--- src/rtl/addsub_wide_pipe.sv ---
// Wide add/subtract with the carry registered between SLICE_W-bit slices; one op per
// enabled cycle, latency NSLICE+1 enabled edges. ADDSUB_FLAGS_EN adds ZERO_OUT/NEG_OUT.
module addsub_wide_pipe #(
  parameter int DATA_W  = 95,
  parameter int SLICE_W = 48
) (
  input  logic              CLK,
  input  logic              RST_N,
  input  logic              CE,
  input  logic              IN_VALID,
  input  logic [DATA_W-1:0] AIN,
  input  logic [DATA_W-1:0] BIN,
  input  logic              ADD_SUB,
  output logic              OUT_VALID,
  output logic [DATA_W:0]   SUM_OUT
`ifdef ADDSUB_FLAGS_EN
  ,
  output logic              ZERO_OUT,
  output logic              NEG_OUT
`endif
);

  localparam int RES_W  = DATA_W + 1;
  localparam int NSLICE = (RES_W + SLICE_W - 1) / SLICE_W;

  logic [RES_W-1:0]  a_ext;
  logic [RES_W-1:0]  b_ext;
  logic [NSLICE-1:0] carry;
  logic [NSLICE:0]   vld_sr;
  logic [RES_W-1:0]  res_full;

  // Subtract is A + ~B + 1: B is inverted up front and the +1 enters as slice 0 carry-in.
  assign a_ext    = {1'b0, AIN};
  assign b_ext    = ADD_SUB ? ~{1'b0, BIN} : {1'b0, BIN};
  assign carry[0] = ADD_SUB;

  for (genvar s = 0; s < NSLICE; s++) begin : g_slice
    localparam int LO  = s * SLICE_W;
    localparam int OPW = RES_W - LO;
    localparam int SW  = (s == NSLICE - 1) ? OPW : SLICE_W;

    logic [OPW-1:0]   a_q;
    logic [OPW-1:0]   b_q;
    logic             cin_q;
    logic [OPW-1:0]   a_src;
    logic [OPW-1:0]   b_src;
    logic [SW-1:0]    slice_res;
    logic [LO+SW-1:0] res_nxt;
    logic [LO+SW-1:0] res_q;

    if (s == 0) begin : g_first
      assign a_src   = a_ext;
      assign b_src   = b_ext;
      assign res_nxt = slice_res;
    end else begin : g_next
      // Operand bits below this slice were consumed upstream; only the skewed upper part travels on.
      assign a_src   = g_slice[s-1].a_q[OPW+SLICE_W-1:SLICE_W];
      assign b_src   = g_slice[s-1].b_q[OPW+SLICE_W-1:SLICE_W];
      assign res_nxt = {slice_res, g_slice[s-1].res_q};
    end

    if (s < NSLICE - 1) begin : g_mid
      logic [SW:0] sum;
      assign sum          = {1'b0, a_q[SW-1:0]} + {1'b0, b_q[SW-1:0]} + (SW+1)'(cin_q);
      assign slice_res    = sum[SW-1:0];
      assign carry[s + 1] = sum[SW];
    end else begin : g_top
      assign slice_res = a_q[SW-1:0] + b_q[SW-1:0] + SW'(cin_q);
    end

    always_ff @(posedge CLK or negedge RST_N) begin
      if (!RST_N) begin
        a_q   <= '0;
        b_q   <= '0;
        cin_q <= 1'b0;
        res_q <= '0;
      end else if (CE) begin
        a_q   <= a_src;
        b_q   <= b_src;
        cin_q <= carry[s];
        res_q <= res_nxt;
      end
    end
  end

  assign res_full = g_slice[NSLICE-1].res_q;

  always_ff @(posedge CLK or negedge RST_N) begin
    if (!RST_N) begin
      vld_sr    <= '0;
      OUT_VALID <= 1'b0;
      SUM_OUT   <= '0;
    end else if (CE) begin
      vld_sr    <= {vld_sr[NSLICE-1:0], IN_VALID};
      OUT_VALID <= vld_sr[NSLICE];
      if (vld_sr[NSLICE]) begin
        SUM_OUT <= res_full;
      end
    end
  end

`ifdef ADDSUB_FLAGS_EN
  logic [NSLICE:0] mode_sr;

  // With zero-extended operands the result MSB is set exactly when a subtract borrows.
  always_ff @(posedge CLK or negedge RST_N) begin
    if (!RST_N) begin
      mode_sr  <= '0;
      ZERO_OUT <= 1'b0;
      NEG_OUT  <= 1'b0;
    end else if (CE) begin
      mode_sr <= {mode_sr[NSLICE-1:0], ADD_SUB};
      if (vld_sr[NSLICE]) begin
        ZERO_OUT <= (res_full == '0);
        NEG_OUT  <= mode_sr[NSLICE] & res_full[DATA_W];
      end
    end
  end
`endif

endmodule

--- config.mk ---
export PLATFORM = sky130hd
export DESIGN_NAME = addsub_wide_pipe
export DESIGN_NICKNAME = d
export VERILOG_FILES = /design/src/rtl/addsub_wide_pipe.sv
export SDC_FILE = /design/constraint.sdc
export NUM_CORES = 1
export LEC_CHECK = 0
export ABC_AREA = 0
export ABC_CLOCK_PERIOD_IN_PS = 6000
export CAP_MARGIN = 20
export CORE_ASPECT_RATIO = 1.4
export CORE_UTILIZATION = 60
export CTS_CLUSTER_DIAMETER = 120
export DETAILED_ROUTE_END_ITERATION = 6
export GPL_TIMING_DRIVEN = 0
export PLACE_DENSITY = 0.84
export SLEW_MARGIN = 10
export SYNTH_ARGS = -nofsm -noshare
export SYNTH_HDL_FRONTEND = slang
export SYNTH_SLANG_ARGS = --single-unit
--- constraint.sdc ---
create_clock -name CLK -period 6 [get_ports CLK]
set_input_delay 0.6 -clock CLK [delete_from_list [all_inputs] [get_ports CLK]]
set_output_delay 0.6 -clock CLK [all_outputs]
set_load 0.005 [all_outputs]
== Yosys cells after proc, flatten, opt, wreduce, memory -nomap -nowiden ==
Cells that the tools add are included.
Cells by class
  add/subtract/negate cells: 4
  reduce and logical (&&, ||, !) cells: 1
  muxes and demuxes: 1
  bitwise logic cells: 1
Operators by type and width (number)
  $mux W96: 1
  $not A95 Y96: 1
  $add A48 B48 Y49: 1
  $add A49 B1 Y49: 1
  $add A47 B48 Y48: 1
  $add A48 B1 Y48: 1
  $reduce_and A2 Y1: 1
Word-level totals
  word-level logic and storage cells: 18
  bits of input ports: 195
  output and inout bits: 97
  register bits: 532

== Logic depth before layout (Yosys ltp) ==
Gate-level depths: netlist of run 1.
  word-level depth: 2
  gate-level depth with buffers: 12
  mapped depth without buffers: 12

== Least setup slack after synthesis of run 1 ==
Ideal clock, no wire load.
  path type: register to register
  start point: register g_slice[0].a_q[0]
  end point: register g_slice[0].res_q[30]
  period minus slack after synthesis: 3.259 ns
  cell stages (with the launch flop): 12
  arrival time: 3.135 ns
  path buffers: 0
  setup time: 0.125 ns
  path slack: 2.741 ns
  path through: dfrtp_1 fa_1 fa_1 a21oi_1 nand4b_1 a21boi_1 or4b_4 nor4b_4 or2_1 a31o_1 xnor2_1 mux2_2
On the way
  cells in the longest elaborated chain, start to end: 2
RTL lines
  start: declaration: line 42  | logic [OPW-1:0] a_q;
  start signal: assignment: line 78  | a_q <= a_src;
  $add A48 B48 Y49: line 64  | assign sum = {1'b0, a_q[SW-1:0]} + {1'b0, b_q[SW-1:0]} + (SW+1)'(cin_q);
  $add A49 B1 Y49: line 64
  end signal: assignment: line 81  | res_q <= res_nxt;
  end: declaration: line 49  | logic [LO+SW-1:0] res_q;
No other way between the ends.
A chain may end at the register's enable or synchronous reset.

== Final worst setup path of run 1 ==
  start point: register g_slice[0].a_q[25]
  end point: register g_slice[1].cin_q
On the way
  cells in the longest elaborated chain, start to end: 2
RTL lines
  $add A48 B48 Y49: line 64
  $add A49 B1 Y49: line 64
  end signal: assignment: line 80  | cin_q <= carry[s];
  end: declaration: line 44  | logic cin_q;
No other way between the ends.

==> impl_metrics.py, run 1 <==
metrics = {
    "clocking": {
        "clkTransAtPathRegs_ns": 0.06,
        "cts_hold_buf": 1,
        "clk_latency_ns": 0.58,
        "cts.sinks": 531,
        "cts_tree": "built",
        "cts_max_path_buffers": 3,
        "h-tree-depth": 2,
        "cts_resized": 0,
        "cts_made_buffers": 50,
        "root_buffer": "clkbuf_16",
        "postCtsSetupRepairBufs": 0,
    },
    "logic_synthesis": {
        "synth_commonest_cells": "dfrtp_1, mux2_2, a21oi_1",
        "synthFlopType": "dfrtp_1",
        "synthCells": 2192,
        "postSynthAreaPerCell_um2": 11.7,
        "netlist_area_um2": 25700,
        "synth_nets": 2484,
        "synth_area_leader_cell": "dfrtp_1",
        "ys_seq_area_share_pct": 51.6,
        "synth_edf_count": 0,
        "synth_area_leaders": "dfrtp_1, mux2_2, xnor2_1",
        "synth.distinct_cells": 74,
        "yosys_warnings": 0,
        "synthArstFlopShare_pct": 100,
        "yosysMostFrequentCell": "dfrtp_1",
        "yosys.area.top_type_share_pct": 51.6,
        "ys_seq_elements": 531,
    },
    "floorplan": {
        "ioPinCount": 292,
        "initial_core_util_pct": 61.0,
        "row_count": 89,
        "core_area_um2": 42200,
        "dieArea_um2": 43700,
        "die_width_um": 177,
        "fp.dieH_um": 247,
    },
    "layout": {
        "final_area_um2": 31300,
        "layout-drive-gt1-share_pct": 20.3,
        "area_delta_synth_final_pct": 21.4,
        "final_core_util_pct": 74.1,
        "multiInputGateArea_um2": 11900,
        "final_cells": 3124,
        "fillers": 2810,
        "final_net_count": 2831,
        "register_area_um2": 13300,
    },
    "placement": {
        "place_hpwl_um": 48800,
        "placed_area_um2": 29500,
        "gp_routability_congestion": 1.01,
        "place.port_buffers": 289,
        "place_inst": 3032,
        "pre_cts_ws_ns": 2.41,
    },
    "critical_path": {
        "cp_cell_sequence": "ha_1 -> clkbuf_1 -> a21oi_1 -> o21ai_0 -> a41o_1 -> o31ai_1 -> a21oi_1 -> a31oi_1 -> o21ai_0 -> a31oi_1 -> o31ai_1",
        "arrival_ns": 4.23,
        "rr_startpoint": "g_slice[0].a_q[25]$_DFFE_PN0P_",
        "cp.required_ns": 6.47,
        "endpoint_kind": "register",
        "crit_buf_inv": 1,
        "cp_top_family": "compound AO/OA/AOI/OAI gates",
        "rrSetupSlack_ns": 2.23,
        "slowest_delay_ns": 0.57,
        "ff2ff_path_depth": 11,
        "worstSetupPathType": "reg2reg",
        "worstSetupStartpoint": "g_slice[0].a_q[25]$_DFFE_PN0P_",
        "crit_fanout": 7,
        "cpMaxStageDelayCell": "a21oi_1",
        "r2r-end": "g_slice[1].cin_q$_DFFE_PN0P_",
        "start_kind": "register",
    },
    "route": {
        "drt_iter0_markers": 1113,
        "via_count": 18600,
        "drt-total-wl_um": 66700,
        "dr.pass1.iters": 5,
        "routedWlPerCell_um": 21.3,
        "drc": 0,
        "ant_nets": 0,
        "vias_per_cell": 5.95,
    },
    "global_routing": {
        "overflow": 0,
        "grt_pass1_vias": 19700,
        "antenna_found_initial": 4,
        "globalRouteTotalUtil_pct": 31.1,
        "grt_max_degree": 119,
        "grt_pass1_wl_um": 104000,
    },
    "sta": {
        "hold_viol": 0,
        "post-route-period-util_pct": 62.8,
        "slew-limit-headroom_pct": 23.2,
        "grt_setup_unrepaired": "no",
        "fmax_mhz": 266,
        "period_needed_ns": 3.77,
        "finalSetupViolations": 0,
        "finClkSkew_ns": 0.0183,
        "final_max_slew_viol_count": 0,
        "tightestPinTransition_ns": 1.15,
        "layout_setup_ws_ns": 2.23,
    },
    "power_and_ir_drop": {
        "p_sw_mw": 3.93,
        "seqPwrFrac_pct": 41.2,
        "combPwrFrac_pct": 32.1,
        "p_leak_nw": 13.1,
        "power.internal_mw": 8.83,
        "swShare_pct": 30.8,
        "p_per_area_nw_per_um2": 408,
        "total_power_mw": 12.8,
        "vdd_drop_max_v": 0.000299,
        "power.share.clock_pct": 26.7,
    },
    "hold_path": {
        "hold_class": "in2async",
    },
    "status": {
        "outcome": "complete, no violations",
    },
    "job": {
        "cap_violations": 0,
    },
}
sequential cells by signal, indices dropped and copies added, names as in the netlist:
signal         cells
vld_sr             3
g_slice.res_q    144
g_slice.a_q      142
g_slice.cin_q      1
SUM_OUT           96
g_slice.b_q      144
OUT_VALID          1
worst max path at each step:
stage                                       endpoint  slack [ns]  depth (start not counted)
finish                  g_slice[1].cin_q$_DFFE_PN0P_        2.23                         11
global route        g_slice[1].res_q[72]$_DFFE_PN0P_        2.08                         12
CTS                 g_slice[1].res_q[90]$_DFFE_PN0P_        2.37                         12
detailed placement  g_slice[1].res_q[90]$_DFFE_PN0P_        2.41                         12
global placement    g_slice[1].res_q[32]$_DFFE_PN0P_      -17.84                          1
floorplan           g_slice[0].res_q[30]$_DFFE_PN0P_        2.74                         11
area by class of cell:
cell class | count | area share (%)
Clock inverter | 24 | 1.02
Sequential cell | 531 | 42.5
Multi-Input combinational cell | 1517 | 38.1
Buffer | 117 | 1.45
Antenna cell | 1 | 0.00801
Timing Repair Buffer | 295 | 9.74
Tap cell | 546 | 2.19
Clock buffer | 66 | 4.68
Inverter | 27 | 0.324
placed cells by master, fill, tap and decap left out, types with 6 or more instances in the layout:
cell type        synthesis  routed
nor4_1                   9       9
clkinv_2                 0       9
xor2_1                  30      30
nand3_1                 19      19
a211oi_1                 6       6
nand2_1                 95      95
o31ai_1                 13      13
buf_1                   20      20
o21a_1                  15      15
bufinv_16                0       7
nand4_1                 22      22
clkbuf_1                92      93
o211ai_1                10      10
nor3_1                  14      14
a31o_2                   6       6
clkdlybuf4s50_1          0     288
a21boi_0                 7       7
and4_1                   6       6
o21bai_1                17      17
dfrtp_1                531     531
a21oi_1                218     218
mux2_2                 402     402
a31oi_1                 11      11
a21o_1                  49      49
and3_1                  11      11
clkbuf_8                 0      13
xnor2_1                138     138
clkbuf_16                0      51
inv_1                   27      27
nor2_1                 156     156
o21ai_0                 71      71
nand2b_1                 9       9
nor2b_1                 11      11
ha_1                    93      93
power by group through the flow:
stage               clock (mW)  combinational, mW  sequential (mW)
floorplan                    0               2.47             5.10
global placement             0               3.91             5.28
detailed placement           0               4.04             5.31
CTS                       3.45               4.10             5.26
global route              3.59               4.46             5.37
finish                    3.40               4.10             5.26
routing by layer:
| layer | part of all wire (%) | GRT usage, % |
|---|---|---|
| met1 | 37 | 34.9 |
| met3 | 5.2 | 5.21 |
| met2 | 53 | 56.7 |
| met4 | 4.9 | 14.9 |
| met5 | 0.078 | 0 |
cell families (layout without fill, tap and decap cells):
logic type,Yosys count,in the layout,synth area share (%)
DFF,531,531,51.6
AOI/OAI and AO/OA,472,472,11.3
muxes,403,403,17.6
and+or+nand+nor,377,377,6.79
xor gates and xnor gates,168,168,5.72
buffers and inverters,144,529,2.14
adders and majority gates,97,97,4.83
other,0,1,0
worst reg2reg max path, stage by stage, from the launching register on:
cell,delay [ns]
dfrtp_1,0.38
ha_1,0.28
clkbuf_1,0.27
a21oi_1,0.11
o21ai_0,0.49
a41o_1,0.23
o31ai_1,0.09
a21oi_1,0.57
a31oi_1,0.27
o21ai_0,0.53
a31oi_1,0.17
o31ai_1,0.27
through the flow:
| stage | hold slack, ns | setup TNS (ns) |
|---|---|---|
| detailed placement | 0.472 | 0 |
| global placement | 0.463 | -9435.77 |
| finish | 0.486 | 0 |
| CTS | 0.479 | 0 |
| floorplan | 0.304 | 0 |
| global route | 0.502 | 0 |
Note: power is estimated with default switching activity, not from simulation.
==> run 2, diff against run 1 <==
--- a/config.mk
+++ b/config.mk
@@ -6,14 +6,14 @@
 export NUM_CORES = 1
 export LEC_CHECK = 0
 export ABC_AREA = 0
-export ABC_CLOCK_PERIOD_IN_PS = 6000
+export ABC_CLOCK_PERIOD_IN_PS = 3600
 export CAP_MARGIN = 20
 export CORE_ASPECT_RATIO = 1.4
-export CORE_UTILIZATION = 60
+export CORE_UTILIZATION = 57
 export CTS_CLUSTER_DIAMETER = 120
 export DETAILED_ROUTE_END_ITERATION = 6
 export GPL_TIMING_DRIVEN = 0
-export PLACE_DENSITY = 0.84
+export PLACE_DENSITY = 0.81
 export SLEW_MARGIN = 10
 export SYNTH_ARGS = -nofsm -noshare
 export SYNTH_HDL_FRONTEND = slang
==> constraint.sdc (replaced) <==
create_clock -name CLK -period 3.6 [get_ports CLK]
set_input_delay 0.36 -clock CLK [delete_from_list [all_inputs] [get_ports CLK]]
set_output_delay 0.36 -clock CLK [all_outputs]
set_load 0.005 [all_outputs]
==> impl_metrics.py, run 2 (synthesized netlist as in run 1, its figures left out) <==
metrics = {
    "critical_path": {
        "cp_top_family": "simple AND/OR/NAND/NOR gates",
        "start_kind": "register",
        "crit_fanout": 3,
        "cpMaxStageDelayCell": "or4b_4",
        "crit_buf_inv": 0,
        "cp_cell_sequence": "fa_2 -> fa_1 -> a21oi_2 -> nand4b_1 -> a21boi_1 -> or4b_4 -> nor4b_4 -> or2_1 -> a31o_1 -> xnor2_1 -> mux2_2",
        "cp.required_ns": 4.08,
        "arrival_ns": 3.98,
        "endpoint_kind": "register",
        "worstSetupPathType": "reg2reg",
        "slowest_delay_ns": 0.52,
    },
    "global_routing": {
        "grt_pass1_wl_um": 106000,
        "overflow": 0,
        "globalRouteMet3Util_pct": 4.86,
        "busiest_layer": "met2",
        "grt_use_met2_pct": 54.8,
        "grt_max_degree": 117,
        "antenna_found_initial": 9,
        "globalRouteTotalUtil_pct": 29.7,
        "use_met1_pct": 33.9,
        "grt_pass1_vias": 19600,
    },
    "sta": {
        "hold_viol": 0,
        "hold_slack_ns": 0.245,
        "finalSetupViolations": 0,
        "final_max_slew_viol_count": 0,
        "period_needed_ns": 3.50,
        "tightestPinTransition_ns": 1.22,
        "slew-limit-headroom_pct": 18.8,
        "post-route-period-util_pct": 97.3,
        "fmax_mhz": 285,
        "finClkSkew_ns": 0.0191,
    },
    "route": {
        "drt_iter0_markers": 965,
        "dr.pass1.iters": 5,
        "routedWlPerCell_um": 21.4,
        "drt-total-wl_um": 67300,
        "vias_per_cell": 5.86,
        "drc": 0,
        "via_count": 18400,
        "ant_nets": 0,
    },
    "placement": {
        "place_inst": 3043,
        "place.port_buffers": 289,
        "gp_routability_congestion": 0.957,
        "place_hpwl_um": 49800,
    },
    "layout": {
        "reg_top3": "g_slice.b_q x144, g_slice.res_q x144, g_slice.a_q x142",
        "final_net_count": 2834,
        "final_cells": 3139,
        "area_delta_synth_final_pct": 21.2,
        "final_core_util_pct": 70.4,
        "layout-drive-gt1-share_pct": 20.4,
        "final_common_cell": "dfrtp_1",
        "fillers": 3203,
        "final_cell_mix": "dfrtp_1, mux2_2, clkdlybuf4s50_1",
    },
    "floorplan": {
        "dieArea_um2": 46000,
        "ioPinCount": 292,
        "core_area_um2": 44300,
        "fp.dieH_um": 253,
        "row_count": 91,
        "initial_core_util_pct": 58.1,
        "die_width_um": 182,
    },
    "power_and_ir_drop": {
        "p_leak_nw": 13.0,
        "vdd_drop_max_v": 0.000440,
        "p_per_area_nw_per_um2": 670,
        "total_power_mw": 20.9,
    },
    "clocking": {
        "clkTransAtPathRegs_ns": 0.07,
        "cts_max_path_buffers": 3,
        "cts_tree": "built",
        "cts_made_buffers": 50,
        "root_buffer": "clkbuf_16",
        "h-tree-depth": 2,
        "cts.sinks": 531,
        "clk_latency_ns": 0.59,
    },
    "status": {
        "outcome": "complete, no violations",
    },
    "job": {
        "cap_violations": 0,
    },
    "hold_path": {
        "hold_class": "in2reg",
    },
}
run 2: cell type report:
cell class                 count  area, µm²  area share, %
clock inverter                14        123          0.393
clock buffer                  73       1510           4.85
antenna                        4       10.0         0.0321
inverter                      27        101          0.325
tap                          558        698           2.24
buffer                       117        452           1.45
multi-input combinational   1517      12000           38.3
sequential                   531      13300           42.6
timing repair buffer         298       3050           9.77
run 2: stage by stage:
stage	instance area (µm²)	TNS [ns]	setup slack, ns
2_1_floorplan	25700	0	0.341
3_3_place_gp	29300	-	-20.05
3_5_place_dp	29400	-0.125	-0.0615
4_1_cts	31100	0	0.0315
5_1_grt	31200	-0.0211	-0.0161
6_report	31200	0	0.0967
run 2: path summary, 6_finish.rpt:
check / from / end / slack [ns] / cells after the start
setup / recovery: g_slice[0].a_q[0]$_DFFE_PN0P_ / g_slice[0].res_q[30]$_DFFE_PN0P_ / 0.1 / 11
hold / removal: CE / g_slice[1].res_q[95]$_DFFE_PN0P_ / 0.24 / 4
setup reg to reg: g_slice[0].a_q[0]$_DFFE_PN0P_ / g_slice[0].res_q[30]$_DFFE_PN0P_ / 0.1 / 11
hold reg to reg: g_slice[0].res_q[42]$_DFFE_PN0P_ / g_slice[0].res_q[42]$_DFFE_PN0P_ / 0.48 / 2
max in group asynchronous: RST_N / g_slice[1].res_q[33]$_DFFE_PN0P_ / 1.61 / 4
min in group asynchronous: RST_N / g_slice[0].b_q[73]$_DFFE_PN0P_ / 0.39 / 2
run 2: routing by layer:
layer / wire, µm / vias up
met2: 35300 / 561
met5: 85 / -
li1: - / 8517
met4: 3040 / 12
met3: 3280 / 179
met1: 25600 / 9128
run 2: worst min-delay path, stage by stage:
cell	delay (ns)
clkbuf_1	0.12
inv_1	0.10
or3_1	0.10
nand4_1	0.08
run 2: power breakdown:
part	total [mW]	switching [mW]	leakage [nW]	internal, mW
Sequential	8.74	1.04	6.15	7.70
Clock	5.30	2.26	0.814	3.04
Combinational	6.86	3.19	6.05	3.68
run 2: what timing repair did:
item / CTS / global route
buffers inserted: 0 / 4
hold buffers: 1 / 0
resized for setup: 2 / 10
endpoints found under the hold margin: 92 / 0
setup endpoints to repair: 4 / 22
pin swaps: 0 / 3
cloned: 0 / 0
